[src/rtl/fault_injector_pkg.sv]
// fault_injector_pkg: shared state encodings, defaults and control-register map for the fault injector
package fault_injector_pkg;

    typedef enum logic [2:0] {
        FI_IDLE  = 3'd0,
        FI_ARMED = 3'd1,
        FI_STALL = 3'd2,
        FI_READ  = 3'd3,
        FI_WRITE = 3'd4,
        FI_DONE  = 3'd5
    } fi_state_e;

    localparam int FI_INJ_CNT_WIDTH = 8;

    // Offsets inside soc_control's CTRL sub-range used to program the injector
    localparam logic [3:0] FI_CTRL_ADDR_REG    = 4'h0;
    localparam logic [3:0] FI_CTRL_ADDR_MASK   = 4'h1;
    localparam logic [3:0] FI_CTRL_ADDR_DELAY  = 4'h2;
    localparam logic [3:0] FI_CTRL_ADDR_CMD    = 4'h3;
    localparam logic [3:0] FI_CTRL_ADDR_STATUS = 4'h4;
    localparam logic [3:0] FI_CTRL_ADDR_ORIG   = 4'h5;
    localparam logic [3:0] FI_CTRL_ADDR_COUNT  = 4'h6;

endpackage

[src/rtl/fault_injector_delay_counter.sv]
// fault_injector_delay_counter: loadable down-counter that stops at zero
module fault_injector_delay_counter #(
    parameter int W = 32
) (
    input  logic         CLK,
    input  logic         RSTn,
    input  logic         load_i,
    input  logic [W-1:0] load_val_i,
    input  logic         dec_i,
    output logic         zero_o
);

    logic [W-1:0] cnt_q;

    assign zero_o = cnt_q == '0;

    always_ff @(posedge CLK or negedge RSTn) begin
        if (!RSTn)
            cnt_q <= '0;
        else if (load_i)
            cnt_q <= load_val_i;
        else if (dec_i && !zero_o)
            cnt_q <= cnt_q - W'(1);
    end

endmodule

[src/rtl/fault_injector.sv]
// fault_injector: register-file pass-through that performs a delayed, atomic read-XOR-write
// of one register while holding the CPU stalled.
module fault_injector
    import fault_injector_pkg::*;
#(
    parameter int DATA_WIDTH     = 32,
    parameter int REG_ADDR_WIDTH = 5,
    parameter int CNT_WIDTH      = 32,
    parameter int INJ_CNT_WIDTH  = FI_INJ_CNT_WIDTH
) (
    input  logic                      CLK,
    input  logic                      RSTn,
    input  logic                      cfg_valid,
    output logic                      cfg_ready,
    input  logic [REG_ADDR_WIDTH-1:0] cfg_reg,
    input  logic [DATA_WIDTH-1:0]     cfg_mask,
    input  logic [CNT_WIDTH-1:0]      cfg_delay,
    input  logic                      cfg_cancel,
    input  logic                      cpu_stalled,
    output logic                      fi_stall_req,
    input  logic [REG_ADDR_WIDTH-1:0] ctrl_addr,
    input  logic                      ctrl_we,
    input  logic [DATA_WIDTH-1:0]     ctrl_wdata,
    output logic [DATA_WIDTH-1:0]     ctrl_rdata,
    output logic [REG_ADDR_WIDTH-1:0] rf_addr,
    output logic                      rf_we,
    output logic [DATA_WIDTH-1:0]     rf_wdata,
    input  logic [DATA_WIDTH-1:0]     rf_rdata,
    output logic                      fi_armed,
    output logic                      fi_done,
    output logic                      fi_cfg_err,
    output logic                      fi_conflict,
    output logic [DATA_WIDTH-1:0]     fi_orig,
    output logic [INJ_CNT_WIDTH-1:0]  fi_inj_count
);

    fi_state_e                 state_q;
    logic [REG_ADDR_WIDTH-1:0] target_q;
    logic [DATA_WIDTH-1:0]     mask_q, orig_q;
    logic [INJ_CNT_WIDTH-1:0]  inj_cnt_q;
    logic                      cfg_err_q, conflict_q;
    logic                      ready_q, armed_q, stall_q, done_q;
    logic                      own, accept, cnt_dec, cnt_zero;

    assign own     = state_q inside {FI_STALL, FI_READ, FI_WRITE};
    assign accept  = state_q == FI_IDLE && cfg_valid && |cfg_reg;
    assign cnt_dec = state_q == FI_ARMED && !cfg_cancel && !cpu_stalled;

    fault_injector_delay_counter #(.W(CNT_WIDTH)) u_delay (
        .CLK        (CLK),
        .RSTn       (RSTn),
        .load_i     (accept),
        .load_val_i (cfg_delay),
        .dec_i      (cnt_dec),
        .zero_o     (cnt_zero)
    );

    // rf_we during ownership comes from state alone, so a reset can never leave a partial write
    assign rf_addr    = own ? target_q : ctrl_addr;
    assign rf_we      = own ? state_q == FI_WRITE : ctrl_we;
    assign rf_wdata   = own ? orig_q ^ mask_q : ctrl_wdata;
    assign ctrl_rdata = own ? '0 : rf_rdata;

    assign cfg_ready    = ready_q;
    assign fi_armed     = armed_q;
    assign fi_stall_req = stall_q;
    assign fi_done      = done_q;
    assign fi_cfg_err   = cfg_err_q;
    assign fi_conflict  = conflict_q;
    assign fi_orig      = orig_q;
    assign fi_inj_count = inj_cnt_q;

    always_ff @(posedge CLK or negedge RSTn) begin
        if (!RSTn) begin
            state_q    <= FI_IDLE;
            target_q   <= '0;
            mask_q     <= '0;
            orig_q     <= '0;
            inj_cnt_q  <= '0;
            cfg_err_q  <= 1'b0;
            conflict_q <= 1'b0;
            ready_q    <= 1'b1;
            armed_q    <= 1'b0;
            stall_q    <= 1'b0;
            done_q     <= 1'b0;
        end else begin
            ready_q <= 1'b0;
            armed_q <= 1'b0;
            stall_q <= 1'b0;
            done_q  <= 1'b0;
            if (own && ctrl_we)
                conflict_q <= 1'b1;
            case (state_q)
                FI_IDLE: begin
                    if (accept) begin
                        target_q   <= cfg_reg;
                        mask_q     <= cfg_mask;
                        cfg_err_q  <= 1'b0;
                        conflict_q <= 1'b0;
                        armed_q    <= 1'b1;
                        state_q    <= FI_ARMED;
                    end else begin
                        ready_q <= 1'b1;
                        if (cfg_valid)
                            cfg_err_q <= 1'b1;
                    end
                end
                FI_ARMED: begin
                    if (cfg_cancel) begin
                        ready_q <= 1'b1;
                        state_q <= FI_IDLE;
                    end else if (cnt_zero) begin
                        stall_q <= 1'b1;
                        state_q <= FI_STALL;
                    end else begin
                        armed_q <= 1'b1;
                    end
                end
                FI_STALL: begin
                    stall_q <= 1'b1;
                    state_q <= FI_READ;
                end
                FI_READ: begin
                    orig_q  <= rf_rdata;
                    stall_q <= 1'b1;
                    state_q <= FI_WRITE;
                end
                FI_WRITE: begin
                    if (~&inj_cnt_q)
                        inj_cnt_q <= inj_cnt_q + INJ_CNT_WIDTH'(1);
                    done_q  <= 1'b1;
                    state_q <= FI_DONE;
                end
                default: begin
                    ready_q <= 1'b1;
                    state_q <= FI_IDLE;
                end
            endcase
        end
    end

endmodule
[config.mk]
export PLATFORM = sky130hd
export DESIGN_NAME = fault_injector
export DESIGN_NICKNAME = d
export VERILOG_FILES = /design/src/rtl/fault_injector_pkg.sv /design/src/rtl/fault_injector_delay_counter.sv /design/src/rtl/fault_injector.sv
export SDC_FILE = /design/constraint.sdc
export NUM_CORES = 1
export LEC_CHECK = 0
export ABC_AREA = 0
export BUFFER_PORTS_ARGS = -buffer_cell sky130_fd_sc_hd__buf_2
export CAP_MARGIN = 5
export CORE_AREA = 2 2 89 177
export CTS_CLUSTER_SIZE = 16
export DETAILED_ROUTE_END_ITERATION = 8
export DIE_AREA = 0 0 91 179
export GPL_TIMING_DRIVEN = 0
export PLACE_DENSITY = 0.75
export SYNTH_ARGS = -nofsm -noshare
export SYNTH_HDL_FRONTEND = slang
export SYNTH_HIERARCHICAL = 1
export SYNTH_SLANG_ARGS = --single-unit
export TNS_END_PERCENT = 1
[constraint.sdc]
create_clock -name CLK -period 2.9 [get_ports CLK]
set_clock_uncertainty 0.15 [all_clocks]
set_input_delay 0.145 -clock CLK [delete_from_list [all_inputs] [get_ports CLK]]
set_output_delay 0.145 -clock CLK [all_outputs]
set_load 0.02 [all_outputs]
; Yosys cells after proc, flatten, opt, wreduce, memory -nomap -nowiden
; Cells that the tools add are included.
[classes]
addsub = 2
reduce_logical = 22
n_bitwise = 2
muxes = 26
eq_ne = 6
[ops]
columns = cell, count
row1 = 32-bit 2-to-1 mux, 4
row2 = 32-bit logical NOT, 1
row3 = "32-bit by 1-bit subtractor with 32-bit output, second input constant", 1
row4 = 32-bit XOR, 1
row5 = 3-bit one-hot mux with 5 select lines, 1
row6 = 1-bit 2-to-1 mux, 14
row7 = 3-bit 2-to-1 mux, 3
row8 = "8-bit by 1-bit adder with 8-bit output, second input constant", 1
row9 = 2-bit AND reduction, 4
row10 = 8-bit AND reduction, 1
row11 = "3-bit by 2-bit == test with 1-bit output, second input constant", 2
row12 = 1-bit logical AND, 6
row13 = 5-bit 2-to-1 mux, 1
row14 = 5-bit OR reduction, 1
row15 = 1-bit one-hot mux with 2 select lines, 2
row16 = 2-bit nonzero test, 2
row17 = "3-bit by 1-bit == test with 1-bit output, second input constant", 1
row18 = "3-bit == test, second input constant", 1
row19 = 1-bit logical NOT, 3
row20 = 3-bit logical NOT, 1
row21 = "3-bit by 2-bit inequality test with 1-bit output, second input constant", 1
row22 = 1-bit one-hot mux with 3 select lines, 1
row23 = 3-bit nonzero test, 1
row24 = 3-bit OR reduction, 1
row25 = 3 further kinds, 3
[word_totals]
wordCells = 70
out_inout_bits = 116
ff_bits = 118
inputBits = 144

; Logic depth before layout (Yosys ltp)
; Gate-level depths: netlist (run 1).
[logic_depth]
word_depth = 6
ltp_mapped = 9
mapped_depth_nobuf = 8

; By module
; Netlist (run 1), hierarchy kept.
[by_module_without_submodules]
columns = module, instances, area_per_inst_um2, cells_per_inst, seq_area_each_um2
row1 = fault_injector, 1, 4723.3, 341, 2153.3
row2 = fault_injector_delay_counter, 1, 2080.7, 243, 800.8

; Worst setup path after synthesis (run 1)
; Ideal clock, no wire load.
[synth_timing]
kind = register to register
from = register u_delay.cnt_q[0]
to = register u_delay.cnt_q[5]
n_path_buf = 2
required_ns = 2.668
slack_ns = 0.438
t_arrival_ns = 2.230
synth_period_minus_slack_ns = 2.462
setup_time_ns = 0.082
path_stages_with_launch = 10
path_cell_list = dfrtp_1 -> inv_1 -> ha_1 -> or4b_1 -> nor4_2 -> a31o_2 -> buf_6 -> buf_2 -> o21ai_0 -> a31oi_1
[synth_via]
elab_chain_len = 4
word_cells_on_any_way = 7
cone_classes = add/sub (1) / mux (2) / reduce/logical (4)
[synth_rtl]
columns = item, line_no
row1 = start: declaration, fault_injector_delay_counter.sv:13  ; logic [W-1:0] cnt_q;
row2 = start signal: assignment, fault_injector_delay_counter.sv:21  ; cnt_q <= load_val_i;
row3 = start signal: assignment, fault_injector_delay_counter.sv:23  ; cnt_q <= cnt_q - W'(1);
row4 = "parallel branches: the longest is 4 deep, another holds 32-bit by 1-bit subtractor with 32-bit output", n/a
; Parallel ways; which one is timed is not known. The select of a mux whose other input is x is not followed.
; A chain may end at the register's enable or synchronous reset.

; Final worst setup path (run 1)
[layout_timing]
from = register u_delay.cnt_q[0]
to = register u_delay.cnt_q[16]
; Same word-level chain as after synthesis.

==> summary.txt, run 1 <==
Run status
  • Status: finished, final reports clean

Setup path
  • Worst Path Required: 3.08 ns
  • Max stage delay on crit path: 0.53 ns
  • CP bufs+invs: 1
  • CP Capture Type: flip-flop
  • Critical Path, Cell by Cell: inv_1, ha_1, or4b_4, nor2_1, o311ai_2, or4_1, a31oi_1
  • Cells on worst reg2reg path: 7
  • Setup Crit Path Kind: reg -> reg
  • WP data arrival: 2.95 ns
  • CP top delay family: simple AND/OR/NAND/NOR gates
  • Largest fanout on the critical path: 8
  • Slowest cell on the critical path: or4b_4
  • Critical path depth in cells: 7
  • CP Launch Type: flip-flop

Placed design
  • Port Buf Inserts: around 260
  • Post-placement cell count: around 1000
  • Placed instance area: 8380 um2
  • Gpl congestion: between 0.9 and 1
  • Place WS: -0.0892 ns
  • DP HPWL: 14000 um

Floorplanning
  • Die X: 91 um
  • I/O Pins: 260
  • Row count: 64
  • Core area: about 15000 um2
  • Initial Util: a little under half
  • Die area: 16300 um2
  • Die outline height: 179 um

Cells and area
  • Nets: 1114
  • Layout cells sized above 1: 45.4%
  • Cell Count, Final, Fillers Out: 1178
  • Final Cell Area: 10000 um2
  • Finished Core Util: 66.7%
  • Ant diodes: 0
  • Area Growth Syn to Fin: 47.6%

Hold path
  • Hold crit path type: in -> reg
  • Hold depth: 5

Logic synthesis
  • Syn Inst Count: 584
  • Most common cell in the synthesized netlist: dfrtp_1
  • Syn Std Cell Area: approximately 7000 um2
  • Synth top area cells: dfrtp_1 43%, mux2_4 16%, mux2_2 5.6%
  • Synth Warn #: 6
  • Syn Nets: 730
  • Count of cell types in the netlist: 70
  • Post-synth top area share: 43.0%
  • Top_reg_cell synth: dfrtp_1
  • Post-synth EDFFs: 0
  • Mean Syn Cell Area: approximately 12 um2
  • Post-synth top cells: 117 x dfrtp_1, 73 x mux2_4, 36 x xor2_1, 34 x mux2_2, 33 x and2_1
  • Area leader, netlist: dfrtp_1
  • Async set-or-reset flop fraction in the synthesized netlist: between 90% and 100%
  • Post-synthesis sequential area ratio: 43.4%
  • #FFs+latches synth: about 120

STA
  • RSZ-0062 raised after global routing: false
  • Slew headroom: 42.5%
  • Hold WS: 0.0762 ns
  • Setup ws final: 0.127 ns
  • Max Slew Vio Count: 0
  • Fin. Hold Viols: 0
  • Setup TNS: 0 ns
  • Slew of the pin with the lowest slew margin: 0.860 ns
  • Period utilization: 95.6%
  • Crit path time final: ~2.8 ns
  • F_max: 361 MHz
  • Endpoints failing setup: 0

Clocking
  • Clock latency on the worst-skew pair: 0.41 ns
  • CTS tree: done
  • Clock tree buffer depth: 2
  • Post-CTS setup buffers: 0
  • CTS clk-pin slew, worst paths: 0.06 ns
  • Root Buffer: clkbuf_16
  • CTS buffer count: 17
  • H-tree depth: 4
  • CTS Sinks: around 120

Power and ir drop
  • Total power: 5.92 mW
  • Power per cell area: 590 nW/um2
  • Max VDD drop: between 0.0003 and 0.0004 V
  • Static Leakage: 4.79 nW

GRT
  • First-pass GRT wire length: approximately 33000 um
  • All-Layer GR Usage: 25.4%
  • Vias in the first global route: 6504
  • Largest net degree at the start of global routing: about 100
  • Congestion Overflow GR: 0
  • Antenna violations before repair: 0

Drt
  • Residual DRC: 0
  • Vias per Instance: 5.29
  • WL/cell: 17.7 um
  • Detailed Route Iter0 Violations: roughly 360
  • ANT nets after route: 0
  • Post-Route WL: 20800 um
  • DR pass1 iterations: 7
  • Via count: just over 6000

Job
  • Max-cap violations: 0
## path summary, 6_finish.rpt
path | start | to | slack, ns
setup / recovery | u_delay/cnt_q[0]$_DFFE_PN0P_ | u_delay/cnt_q[16]$_DFFE_PN0P_ | 0.13
hold / removal | cpu_stalled | u_delay/cnt_q[4]$_DFFE_PN0P_ | 0.08
setup reg to reg | u_delay/cnt_q[0]$_DFFE_PN0P_ | u_delay/cnt_q[16]$_DFFE_PN0P_ | 0.13
hold reg to reg | fi_conflict$_DFF_PN0_ | fi_conflict$_DFF_PN0_ | 0.36
max in group asynchronous | RSTn | u_delay/cnt_q[24]$_DFFE_PN0P_ | 1.24
min in group asynchronous | RSTn | fi_armed$_DFF_PN0_ | 0.21
## layer usage
layer	share of wire [%]	vias to the layer above	GRT usage, %	routed length, um
met3	6.9	53	6.09	1450
li1	-	2896	-	-
met2	50	331	44.1	10400
met5	0	-	0	0
met4	3.3	0	12.2	681
met1	40	2946	29.4	8300
## layout by cell type (no fill, tap or decap), types with 4 or more instances in the layout
cell	synthesis	layout
buf_2	7	264
dfrtp_1	117	117
dlygate4sd3_1	0	106
mux2_4	73	73
xor2_1	36	36
mux2_2	34	34
and2_1	33	33
nor2_1	32	32
nand2_1	27	27
clkbuf_16	0	17
o21ai_0	15	15
a31oi_1	15	15
nand3_1	14	14
buf_6	12	13
nor3_1	12	12
a21oi_1	12	12
or4_1	12	12
inv_1	11	11
clkbuf_1	12	10
nor4_1	11	10
or3_1	8	8
clkinv_2	0	6
o31ai_1	6	6
and3_1	5	5
nand4_1	4	4
clkinvlp_4	0	4
o41ai_1	4	4
o211ai_1	4	4
## flip-flops by register name, indices dropped and copies added (netlist names)
name	cells
fi_cfg_err	1
fi_stall_req	1
target_q	5
mask_q	32
fi_inj_count	8
state_q	3
fi_conflict	1
fi_orig	32
fi_done	1
fi_armed	1
u_delay/cnt_q	32
cfg_ready	1
## logic make-up (layout without fill, tap and decap cells)
family	Yosys count	count (layout)	synth area share, %
buf+inv	45	441	4.06
flops	118	118	43.4
xor+xnor	39	39	5.02
compound gates	79	79	8.17
fa+ha+maj	2	2	0.368
simple gates	190	190	16.6
mux	111	111	22.3
## worst min-delay path: cells and delay by family
kind | cells | cell delay (ns)
buf+inv | 1 | 0.11
simple gates | 2 | 0.15
compound gates | 2 | 0.18
## layout make-up
class                           instances  area (um2)
Timing Repair Buffer                  366        2390
Buffer                                 31         220
Tap cell                              198         248
Clock inverter                         14         138
Sequential cell                       118        2950
Multi-Input combinational cell        421        3610
Clock buffer                           17         425
Fill cell                            1178        5010
Inverter                               13        53.8
## what timing repair did
| action | 4_1_cts | 5_1_grt |
|---|---|---|
| gates resized for setup | 2 | 6 |
| hold endpoints to repair | 222 | 0 |
| hold buffers | 106 | 0 |
| endpoints found under the setup margin | 4 | 14 |
## power breakdown
| part | switching, mW | internal, mW | leakage, nW |
|---|---|---|---|
| registers | 0.356 | 2.00 | 1.40 |
| logic | 0.745 | 0.823 | 3.12 |
| clock network | 0.754 | 1.25 | 0.270 |
(Power assumes the default switching activity.)
==> inputs of run 2 (changes only) <==
==> constraint.sdc (replaced) <==
create_clock -name CLK -period 3.3 [get_ports CLK]
set_clock_uncertainty 0.15 [all_clocks]
set_input_delay 0.165 -clock CLK [delete_from_list [all_inputs] [get_ports CLK]]
set_output_delay 0.165 -clock CLK [all_outputs]
set_load 0.02 [all_outputs]
==> run 2 against run 1 <==
Effect of this change:
- wire length hardly changed
- fmax is 9.2% lower
- utilization is 0.29 points lower
- setup slack better by 0.12 ns
- register-to-register slack better by 0.12 ns
- die area stayed put
- sequential share of layout area is 0.13 points higher
- critical endpoint unchanged
- largest power group unchanged
==> summary.txt, run 2 (synthesized netlist as in run 1, its figures left out) <==
Run status
  • Status: finished, final reports clean

Cells and area
  • Layout cells sized above 1: 45.1% (-0.31 points)
  • Ant diodes: 0 (unchanged)
  • Most common cell after layout, fill and taps aside: buf_2
  • Area Growth Syn to Fin: 46.9%
  • Nets: 1114 (unchanged)
  • Most frequent cells in the layout: 265 x buf_2, 117 x dfrtp_1, 105 x dlygate4sd3_1

GRT
  • All-Layer GR Usage: 25.4% (-0.027 points)
  • Vias in the first global route: 6494 (-0.15%)
  • First-pass GRT wire length: 32700 um (about the same)
  • Largest net degree at the start of global routing: 101 (unchanged)
  • Congestion Overflow GR: 0 (unchanged)
  • Antenna violations before repair: 0 (unchanged)

STA
  • RSZ-0062 raised after global routing: false
  • Max Slew Vio Count: 0 (unchanged)
  • Slew of the pin with the lowest slew margin: 0.740 ns (-0.121 ns)
  • Fin. Hold Viols: 0 (unchanged)
  • Crit path time final: 3.05 ns (+0.279 ns)
  • Setup TNS: 0 ns (unchanged)
  • F_max: 328 MHz (-9.2%)
  • Period utilization: 92.5% (-3.1 points)
  • Endpoints failing setup: 0 (unchanged)
  • Slew headroom: 50.2% (+7.8 points)

Power and ir drop
  • Net switching power: 1.62 mW (-13%)
  • Sw Ratio: 31.2% (-0.090 points)
  • Cell Int Power: 3.57 mW (-12%)
  • Total power: 5.19 mW (-12%)
  • Max VDD drop: 0.000349 V (-12%)
  • Comb pwr share: 26.4% (about the same)
  • Power per cell area: 519 nW/um2 (-12%)
  • Share of power burned in registers: 39.8% (about the same)
  • Clock Power Share: 33.8% (about the same)
  • Static Leakage: 4.76 nW (-0.48%)

Floorplanning
  • Die outline height: 179 um (unchanged)
  • Row count: 64 (unchanged)
  • Die X: 91 um (unchanged)
  • I/O Pins: 260 (unchanged)
  • Die area: 16300 um2 (unchanged)
  • Core area: 15100 um2 (unchanged)
  • Initial Util: 45.2% (unchanged)

Placed design
  • Gpl congestion: 0.935 (unchanged)
  • DP HPWL: 14000 um (unchanged)
  • Port Buf Inserts: 259 (unchanged)

Clocking
  • Post_cts resized: 0 (-2)
  • Clock latency on the worst-skew pair: 0.40 ns (about the same)
  • CTS Hold Bufs: 105 (-0.94%)
  • H-tree depth: 4 (unchanged)
  • Clock tree buffer depth: 2 (unchanged)
  • CTS clk-pin slew, worst paths: 0.06 ns (about the same)
  • Root Buffer: clkbuf_16
  • CTS Sinks: 118 (unchanged)
  • Post-CTS setup buffers: 0 (unchanged)
  • CTS tree: done
  • CTS buffer count: 17 (unchanged)

Hold path
  • Hold crit path type: in -> async

Setup path
  • Setup Crit Path Kind: reg -> reg
  • Worst Path Required: 3.47 ns (+0.39 ns)
  • WP data arrival: 3.23 ns (+0.28 ns)
  • CP Launch Type: flip-flop
  • Largest fanout on the critical path: 10 (+2)
  • CP Capture Type: flip-flop

Job
  • Max-cap violations: 0 (unchanged)

Drt
  • Vias per Instance: 5.30 (+0.27%)
  • Via count: 6243 (+0.27%)
  • ANT nets after route: 0 (unchanged)
  • Detailed Route Iter0 Violations: 356 (-1.7%)
  • Post-Route WL: 20800 um (about the same)
  • Residual DRC: 0 (unchanged)
  • WL/cell: 17.7 um (about the same)
  • DR pass1 iterations: 5 (-2)
run 2: critical path, stage by stage, from the launching register on:
cell and delay [ns]:
dfrtp_1 0.42, clkbuf_1 0.22, nor4_1 0.70, inv_1 0.19, nor2_1 0.37, o311ai_2 0.29, or4_1 0.46, a31oi_1 0.18
run 2: metal layers:
| metal | track usage [%] | vias to the layer above | share of wire, % |
|---|---|---|---|
| met5 | 0 | - | 0 |
| met4 | 12.0 | 0 | 3.6 |
| met3 | 6.09 | 62 | 7.2 |
| met2 | 44.1 | 343 | 50 |
| met1 | 29.4 | 2939 | 39 |
| li1 | - | 2899 | - |
run 2: per-stage QoR:
step	setup slack, ns	instances	hold WS, ns	area, um2	util, %
4_1_cts	0.306	1178	0.0107	10000	66.4
6_report	0.248	1178	0.0267	10000	66.4
2_1_floorplan	0.838	584	-0.281	6800	-
3_5_place_dp	0.311	1042	-0.129	8380	55.7
5_1_grt	0.122	1178	0.0460	10000	66.4
3_3_place_gp	0.364	1041	0.226	8350	55.5
run 2: layout make-up:
cell class              instances  area (um2)
clock buffers                  17         425
clock inverters                14         138
plain buffers                  32         223
fillers                      1188        5060
flip-flops and latches        118        2950
inverters                      13        53.8
repair buffers                365        2380
multi-input cells             421        3570
well taps                     198         248
run 2: final timing paths:
kind	startpoint	to	slack (ns)	depth (start not counted)
max	state_q[1]$_DFFE_PN0P_	u_delay/cnt_q[16]$_DFFE_PN0P_	0.25	7
min	RSTn	u_delay/cnt_q[31]$_DFFE_PN0P_	0.03	2
max reg2reg	state_q[1]$_DFFE_PN0P_	u_delay/cnt_q[16]$_DFFE_PN0P_	0.25	7
min reg2reg	fi_conflict$_DFF_PN0_	fi_conflict$_DFF_PN0_	0.36	2
max in group asynchronous	RSTn	mask_q[10]$_DFFE_PN0P_	2.24	3
min in group CLK	cpu_stalled	u_delay/cnt_q[4]$_DFFE_PN0P_	0.13	5
run 2: power by group through the flow:
stage          combinational (mW)  clock [mW]  sequential (mW)
4_1_cts                      1.36        1.79             2.05
6_report                     1.37        1.76             2.06
3_5_place_dp                 1.26           0             2.07
3_3_place_gp                 1.22           0             2.05
5_1_grt                      1.48        1.85             2.11
2_1_floorplan               0.786           0             2.08
